File: src/rtl/matmul_seq_ctrl_if.sv
// Handshake and address bus between the matmul sequencer and its datapath/controller.
// The master modport is the sequencer side; the slave modport is the datapath/controller side.
interface matmul_seq_ctrl_if #(
    parameter int ADDR_W = 4
);
    logic              start_80;
    logic [ADDR_W-1:0] a_addr_80;
    logic [ADDR_W-1:0] b_addr_80;
    logic              mac_en_80;
    logic              acc_clr_80;
    logic              c_we_80;
    logic [ADDR_W-1:0] c_addr_80;
    logic              busy_80;
    logic              done_80;

    modport master (
        input  start_80,
        output a_addr_80, b_addr_80, mac_en_80, acc_clr_80,
        output c_we_80, c_addr_80, busy_80, done_80
    );

    modport slave (
        output start_80,
        input  a_addr_80, b_addr_80, mac_en_80, acc_clr_80,
        input  c_we_80, c_addr_80, busy_80, done_80
    );
endinterface

File: src/rtl/matmul_seq_ctrl.sv
// Row-major sequencer for a DIM x DIM matrix multiply: issues A/B reads, steers the MAC,
// and strobes each finished C element. All outputs are registered.
module matmul_seq_ctrl #(
    parameter int DIM    = 4,
    parameter int ADDR_W = 4
) (
    input  logic               clk_80,
    input  logic               rst_80,
    matmul_seq_ctrl_if.master  bus
);
    typedef enum logic [2:0] {IDLE, MAC, DRAIN, WR, DONE} state_t;

    localparam logic [3:0] LAST = 4'(DIM - 1);

    state_t     state;
    logic [3:0] i;
    logic [3:0] j;
    logic [3:0] k;

    // Products are formed at full width, then truncated to the address width.
    function automatic logic [ADDR_W-1:0] lin(input logic [3:0] row, input logic [3:0] col);
        return ADDR_W'(32'(row) * 32'(DIM) + 32'(col));
    endfunction

    always_ff @(posedge clk_80) begin
        if (!rst_80) begin
            state          <= IDLE;
            i              <= '0;
            j              <= '0;
            k              <= '0;
            bus.a_addr_80  <= '0;
            bus.b_addr_80  <= '0;
            bus.mac_en_80  <= 1'b0;
            bus.acc_clr_80 <= 1'b0;
            bus.c_we_80    <= 1'b0;
            bus.c_addr_80  <= '0;
            bus.busy_80    <= 1'b0;
            bus.done_80    <= 1'b0;
        end else begin
            bus.mac_en_80  <= 1'b0;
            bus.acc_clr_80 <= 1'b0;
            bus.c_we_80    <= 1'b0;
            bus.done_80    <= 1'b0;
            case (state)
                IDLE: begin
                    bus.a_addr_80 <= '0;
                    bus.b_addr_80 <= '0;
                    bus.busy_80   <= 1'b0;
                    if (bus.start_80) begin
                        state       <= MAC;
                        i           <= '0;
                        j           <= '0;
                        k           <= '0;
                        bus.busy_80 <= 1'b1;
                    end
                end
                MAC: begin
                    // The read issued this cycle is consumed by the MAC next cycle.
                    bus.mac_en_80  <= 1'b1;
                    bus.acc_clr_80 <= (k == 4'd0);
                    if (k == LAST) begin
                        state <= DRAIN;
                    end else begin
                        k             <= k + 4'd1;
                        bus.a_addr_80 <= lin(i, k + 4'd1);
                        bus.b_addr_80 <= lin(k + 4'd1, j);
                    end
                end
                DRAIN: begin
                    state         <= WR;
                    bus.c_we_80   <= 1'b1;
                    bus.c_addr_80 <= lin(i, j);
                end
                WR: begin
                    if (i == LAST && j == LAST) begin
                        state       <= DONE;
                        bus.done_80 <= 1'b1;
                    end else begin
                        state <= MAC;
                        k     <= '0;
                        if (j == LAST) begin
                            j             <= '0;
                            i             <= i + 4'd1;
                            bus.a_addr_80 <= lin(i + 4'd1, 4'd0);
                            bus.b_addr_80 <= lin(4'd0, 4'd0);
                        end else begin
                            j             <= j + 4'd1;
                            bus.a_addr_80 <= lin(i, 4'd0);
                            bus.b_addr_80 <= lin(4'd0, j + 4'd1);
                        end
                    end
                end
                DONE: begin
                    state         <= IDLE;
                    bus.busy_80   <= 1'b0;
                    bus.a_addr_80 <= '0;
                    bus.b_addr_80 <= '0;
                end
                default: state <= IDLE;
            endcase
        end
    end
endmodule
File: src/flat_wrapper.sv
// flat-port wrapper written by rule: the top's interface ports become plain ports
module matmul_seq_ctrl_flat 
#(
    parameter int DIM    = 4,
    parameter int ADDR_W = 4
)
  (clk_80, rst_80, bus_start_80, bus_a_addr_80, bus_b_addr_80, bus_mac_en_80, bus_acc_clr_80, bus_c_we_80, bus_c_addr_80, bus_busy_80, bus_done_80);
  matmul_seq_ctrl_if #(.ADDR_W(ADDR_W)) bus_i ();
  input  logic clk_80;
  input  logic rst_80;
  input wire logic [$bits(bus_i.start_80)-1:0] bus_start_80;
  output wire logic [$bits(bus_i.a_addr_80)-1:0] bus_a_addr_80;
  output wire logic [$bits(bus_i.b_addr_80)-1:0] bus_b_addr_80;
  output wire logic [$bits(bus_i.mac_en_80)-1:0] bus_mac_en_80;
  output wire logic [$bits(bus_i.acc_clr_80)-1:0] bus_acc_clr_80;
  output wire logic [$bits(bus_i.c_we_80)-1:0] bus_c_we_80;
  output wire logic [$bits(bus_i.c_addr_80)-1:0] bus_c_addr_80;
  output wire logic [$bits(bus_i.busy_80)-1:0] bus_busy_80;
  output wire logic [$bits(bus_i.done_80)-1:0] bus_done_80;
  assign bus_i.start_80 = bus_start_80;
  assign bus_a_addr_80 = bus_i.a_addr_80;
  assign bus_b_addr_80 = bus_i.b_addr_80;
  assign bus_mac_en_80 = bus_i.mac_en_80;
  assign bus_acc_clr_80 = bus_i.acc_clr_80;
  assign bus_c_we_80 = bus_i.c_we_80;
  assign bus_c_addr_80 = bus_i.c_addr_80;
  assign bus_busy_80 = bus_i.busy_80;
  assign bus_done_80 = bus_i.done_80;
  matmul_seq_ctrl #(.DIM(DIM), .ADDR_W(ADDR_W)) u_core (.clk_80(clk_80), .rst_80(rst_80), .bus(bus_i));
endmodule
File: config.mk
export PLATFORM = sky130hd
export DESIGN_NAME = matmul_seq_ctrl_flat
export DESIGN_NICKNAME = d
export VERILOG_FILES = /design/src/rtl/matmul_seq_ctrl_if.sv /design/src/rtl/matmul_seq_ctrl.sv /design/src/flat_wrapper.sv
export SDC_FILE = /design/constraint.sdc
export NUM_CORES = 1
export LEC_CHECK = 0
export ABC_AREA = 1
export CORE_ASPECT_RATIO = 1.4
export CORE_MARGIN = 10
export CORE_UTILIZATION = 55
export DETAILED_ROUTE_END_ITERATION = 10
export GPL_TIMING_DRIVEN = 1
export MAX_ROUTING_LAYER = met4
export PLACE_DENSITY_LB_ADDON = 0.12
export SETUP_SLACK_MARGIN = 0.2
export SLEW_MARGIN = 25
export SYNTH_ARGS = -nofsm -noshare
export SYNTH_HDL_FRONTEND = slang
export SYNTH_SLANG_ARGS = --single-unit
File: constraint.sdc
create_clock -name clk_80 -period 2 [get_ports clk_80]
set_clock_uncertainty 0.1 [all_clocks]
set_input_delay 0.2 -clock clk_80 [delete_from_list [all_inputs] [get_ports clk_80]]
set_output_delay 0.2 -clock clk_80 [all_outputs]
set_load 0.005 [all_outputs]
==> impl_metrics.py <==
metrics = {
    "logic_synthesis": {
        "synth_xor_area_share_pct": 2.61,
        "muxShareOfSynthArea_pct": 0,
        "yosysSeqAreaShare_pct": 38.2,
        "synthCells": 243,
        "yosysUniqueCellTypes": 26,
        "synth.net_count": 253,
        "netlist_area_um2": 1680,
        "synthSimpleGateAreaFrac_pct": 35.0,
        "synth-adder-area-share_pct": 5.22,
        "ys_ff_latch": 32,
        "syn_avg_cell_area_um2": 6.90,
        "synth_top_family_by_area": "simple AND/OR/NAND/NOR gates",
        "synth_compound_area_share_pct": 9.17,
        "ys_warn_count": 0,
    },
    "global_routing": {
        "grt_start_max_net_pins": 18,
        "grt_pass1_vias": 1512,
        "antenna_found_initial": 0,
        "grt-ovfl-total": 0,
        "grtUsageTotal_pct": 14.8,
        "grt_pass1_wl_um": 6640,
    },
    "route": {
        "drt_drc_violations_left": 0,
        "routed_wl_um": 3710,
        "via_count": 1567,
        "drtIter0Drc": 79,
        "dr.pass1.iters": 4,
        "antenna_left": 0,
        "vias_per_cell": 5.10,
        "wire_per_inst_um": 12.1,
    },
    "clock_network": {
        "cts-root-buf": "clkbuf_8",
        "cts_tree": "yes",
        "clock_path_buffers": 2,
        "cts.htree.levels": 2,
        "cts.sinks": 32,
        "post-cts-setup-buffers": 0,
        "cts_buffers": 5,
        "worstSkewPairLatency_ns": 0.28,
        "path_clk_slew_ns": 0.06,
    },
    "critical_path": {
        "worstPathRequired_ns": 2.11,
        "cp.arrival_ns": 1.77,
        "endpoint_kind": "flop",
        "slowest_delay_ns": 0.42,
        "crit_fanout": 14,
        "critical_path_class": "flop to flop",
        "slowest_stage": "dfxtp_1",
        "cp_cell_sequence": "ha_1 > inv_1 > nor3_2 > nand2_4 > nand3_1 > nand2_1 > a21oi_1",
        "startpoint_type": "flop",
    },
    "finish": {
        "seq_area_um2": 644,
        "area_delta_synth_final_pct": 20.9,
        "finalNetCount": 279,
        "finish.utilization_pct": 69.8,
        "final_cell_mix": "nand2_1 (70), inv_1 (33), dfxtp_1 (29)",
        "n_antenna_cell": 0,
        "final_common_cell": "nand2_1",
        "drive_gt1_share_pct": 10.0,
        "multi_input_area_um2": 892,
        "fillers": 254,
    },
    "power": {
        "pwr-share-clk_pct": 23.8,
        "combPwrFrac_pct": 37.1,
        "seq_power_share_pct": 39.1,
        "powerDensity_nw_per_um2": 1030,
        "power_switching_mw": 0.743,
        "leakage_nw": 0.911,
        "internal_power_mw": 1.35,
        "ir_drop_uv": 758,
        "swShare_pct": 35.4,
    },
    "timing": {
        "fmax_mhz": 603,
        "post-route-min-period_ns": 1.66,
        "slew_viol_final": 0,
        "rsz0062_at_grt": "false",
        "relSlewSlack_pct": 72.2,
        "whs_ns": 0.350,
        "hold_viol_final": 0,
        "finalSetupTns_ns": 0,
        "setup_violations": 0,
        "max_slew.worst_pin.slew_ns": 0.415,
        "min_period_over_period_pct": 83.0,
    },
    "floorplanning": {
        "rows": 23,
        "fp.dieArea_um2": 5690,
        "die_w_um": 66.7,
        "pin_count": 20,
        "die_h_um": 85.4,
        "core_area_um2": 2910,
        "initial_core_util_pct": 57.7,
    },
    "run": {
        "max-cap-violations": 0,
    },
    "placed_design": {
        "port_buffers": 19,
        "hpwlAfterDp_um": 2840,
        "place_congestion": 0.887,
    },
    "worst_hold_path": {
        "hold_path.class": "flop to flop",
    },
    "status": {
        "status": "finished, final reports clean",
    },
}
==> sequential cells by signal, summed over array words and instances (netlist names), 3 cells and up <==
| register | count |
|---|---|
| u_core.bus.a_addr_80 | 4 |
| u_core.bus.b_addr_80 | 4 |
| u_core.bus.c_addr_80 | 4 |
| u_core.i | 4 |
| u_core.j | 4 |
| u_core.k | 4 |
| u_core.state | 3 |
==> layer usage <==
layer	track usage (%)	routed length, µm	up-vias
li1	-	-	829
met1	15.9	1540	697
met2	24.6	1910	34
met3	3.68	185	7
met4	6.69	66	0
met5	-	0	-
==> cells in the mapped netlist, drive strengths merged <==
cell / count / area [µm²]
and3: 1 / 6.26
clkbuf: 2 / 7.51
ha: 7 / 87.6
xor2: 3 / 26.3
nor3: 2 / 10.0
inv: 35 / 131
o211ai: 1 / 7.51
o21ai: 6 / 33.8
nand2: 72 / 278
o21a: 1 / 7.51
clkinv: 1 / 3.75
xnor2: 2 / 17.5
dfxtp: 32 / 641
nor2: 26 / 105
nand3b: 1 / 11.3
buf: 2 / 22.5
nand4: 11 / 68.8
nand3: 17 / 108
a21oi: 21 / 105
==> final timing paths <==
kind | startpoint | endpoint | slack [ns] | cells after the start
hold / removal | u_core.bus.c_addr_80[0] | u_core.bus.c_addr_80[0] | 0.35 | 2
setup reg to reg | u_core.i[1] | u_core.i[3] | 0.34 | 7
hold reg to reg | u_core.bus.c_addr_80[0] | u_core.bus.c_addr_80[0] | 0.35 | 2
setup / recovery | u_core.i[1] | u_core.i[3] | 0.34 | 7
==> power groups by stage <==
stage                     registers (mW)  logic (mW)  clock network, mW
after global placement             0.828       0.761                  0
after floorplan                    0.832       0.504                  0
after global routing               0.835       0.882              0.544
after CTS                          0.819       0.776              0.517
final                              0.819       0.779              0.499
after detailed placement           0.833       0.771                  0
==> critical path, delay by kind of cell (launching register included) <==
family	cells	cell delay, ns
AO/OA/AOI/OAI	1	0.13
adder cells (fa/ha/maj)	1	0.21
buffers and inverters	1	0.06
flip-flops	1	0.42
AND/OR/NAND/NOR	4	0.67
==> cell families after synthesis <==
logic type | count (synthesis)
AO/OA/AOI/OAI | 29
buffers and inverters | 40
AND/OR/NAND/NOR | 130
XOR/XNOR | 5
adder cells (fa/ha/maj) | 7
flip-flops | 32
==> timing repair <==
item | in CTS | in global routing
hold buffers | 0 | 0
setup endpoints to repair | 20 | 20
cloned | 0 | 0
gates resized for setup | 1 | 7
==> stage by stage <==
stage                     instance area, µm²  setup slack [ns]  power [mW]  cells
after floorplan                         1680             0.418        1.34    243
after global placement                  1910             0.145        1.59    299
after detailed placement                1910             0.113        1.60    299
after CTS                               2010             0.216        2.11    307
after global routing                    2030             0.195        2.26    307
final                                   2030             0.341        2.10    307
==> area by class of cell <==
| type | instances | share of cell area (%) |
|---|---|---|
| inverter | 36 | 6.66 |
| multi-input combinational | 171 | 44.0 |
| tap | 37 | 2.28 |
| clock buffer | 8 | 4.44 |
| timing repair buffer | 23 | 10.9 |
| sequential | 32 | 31.8 |
Power figures use the tool's default switching activity.
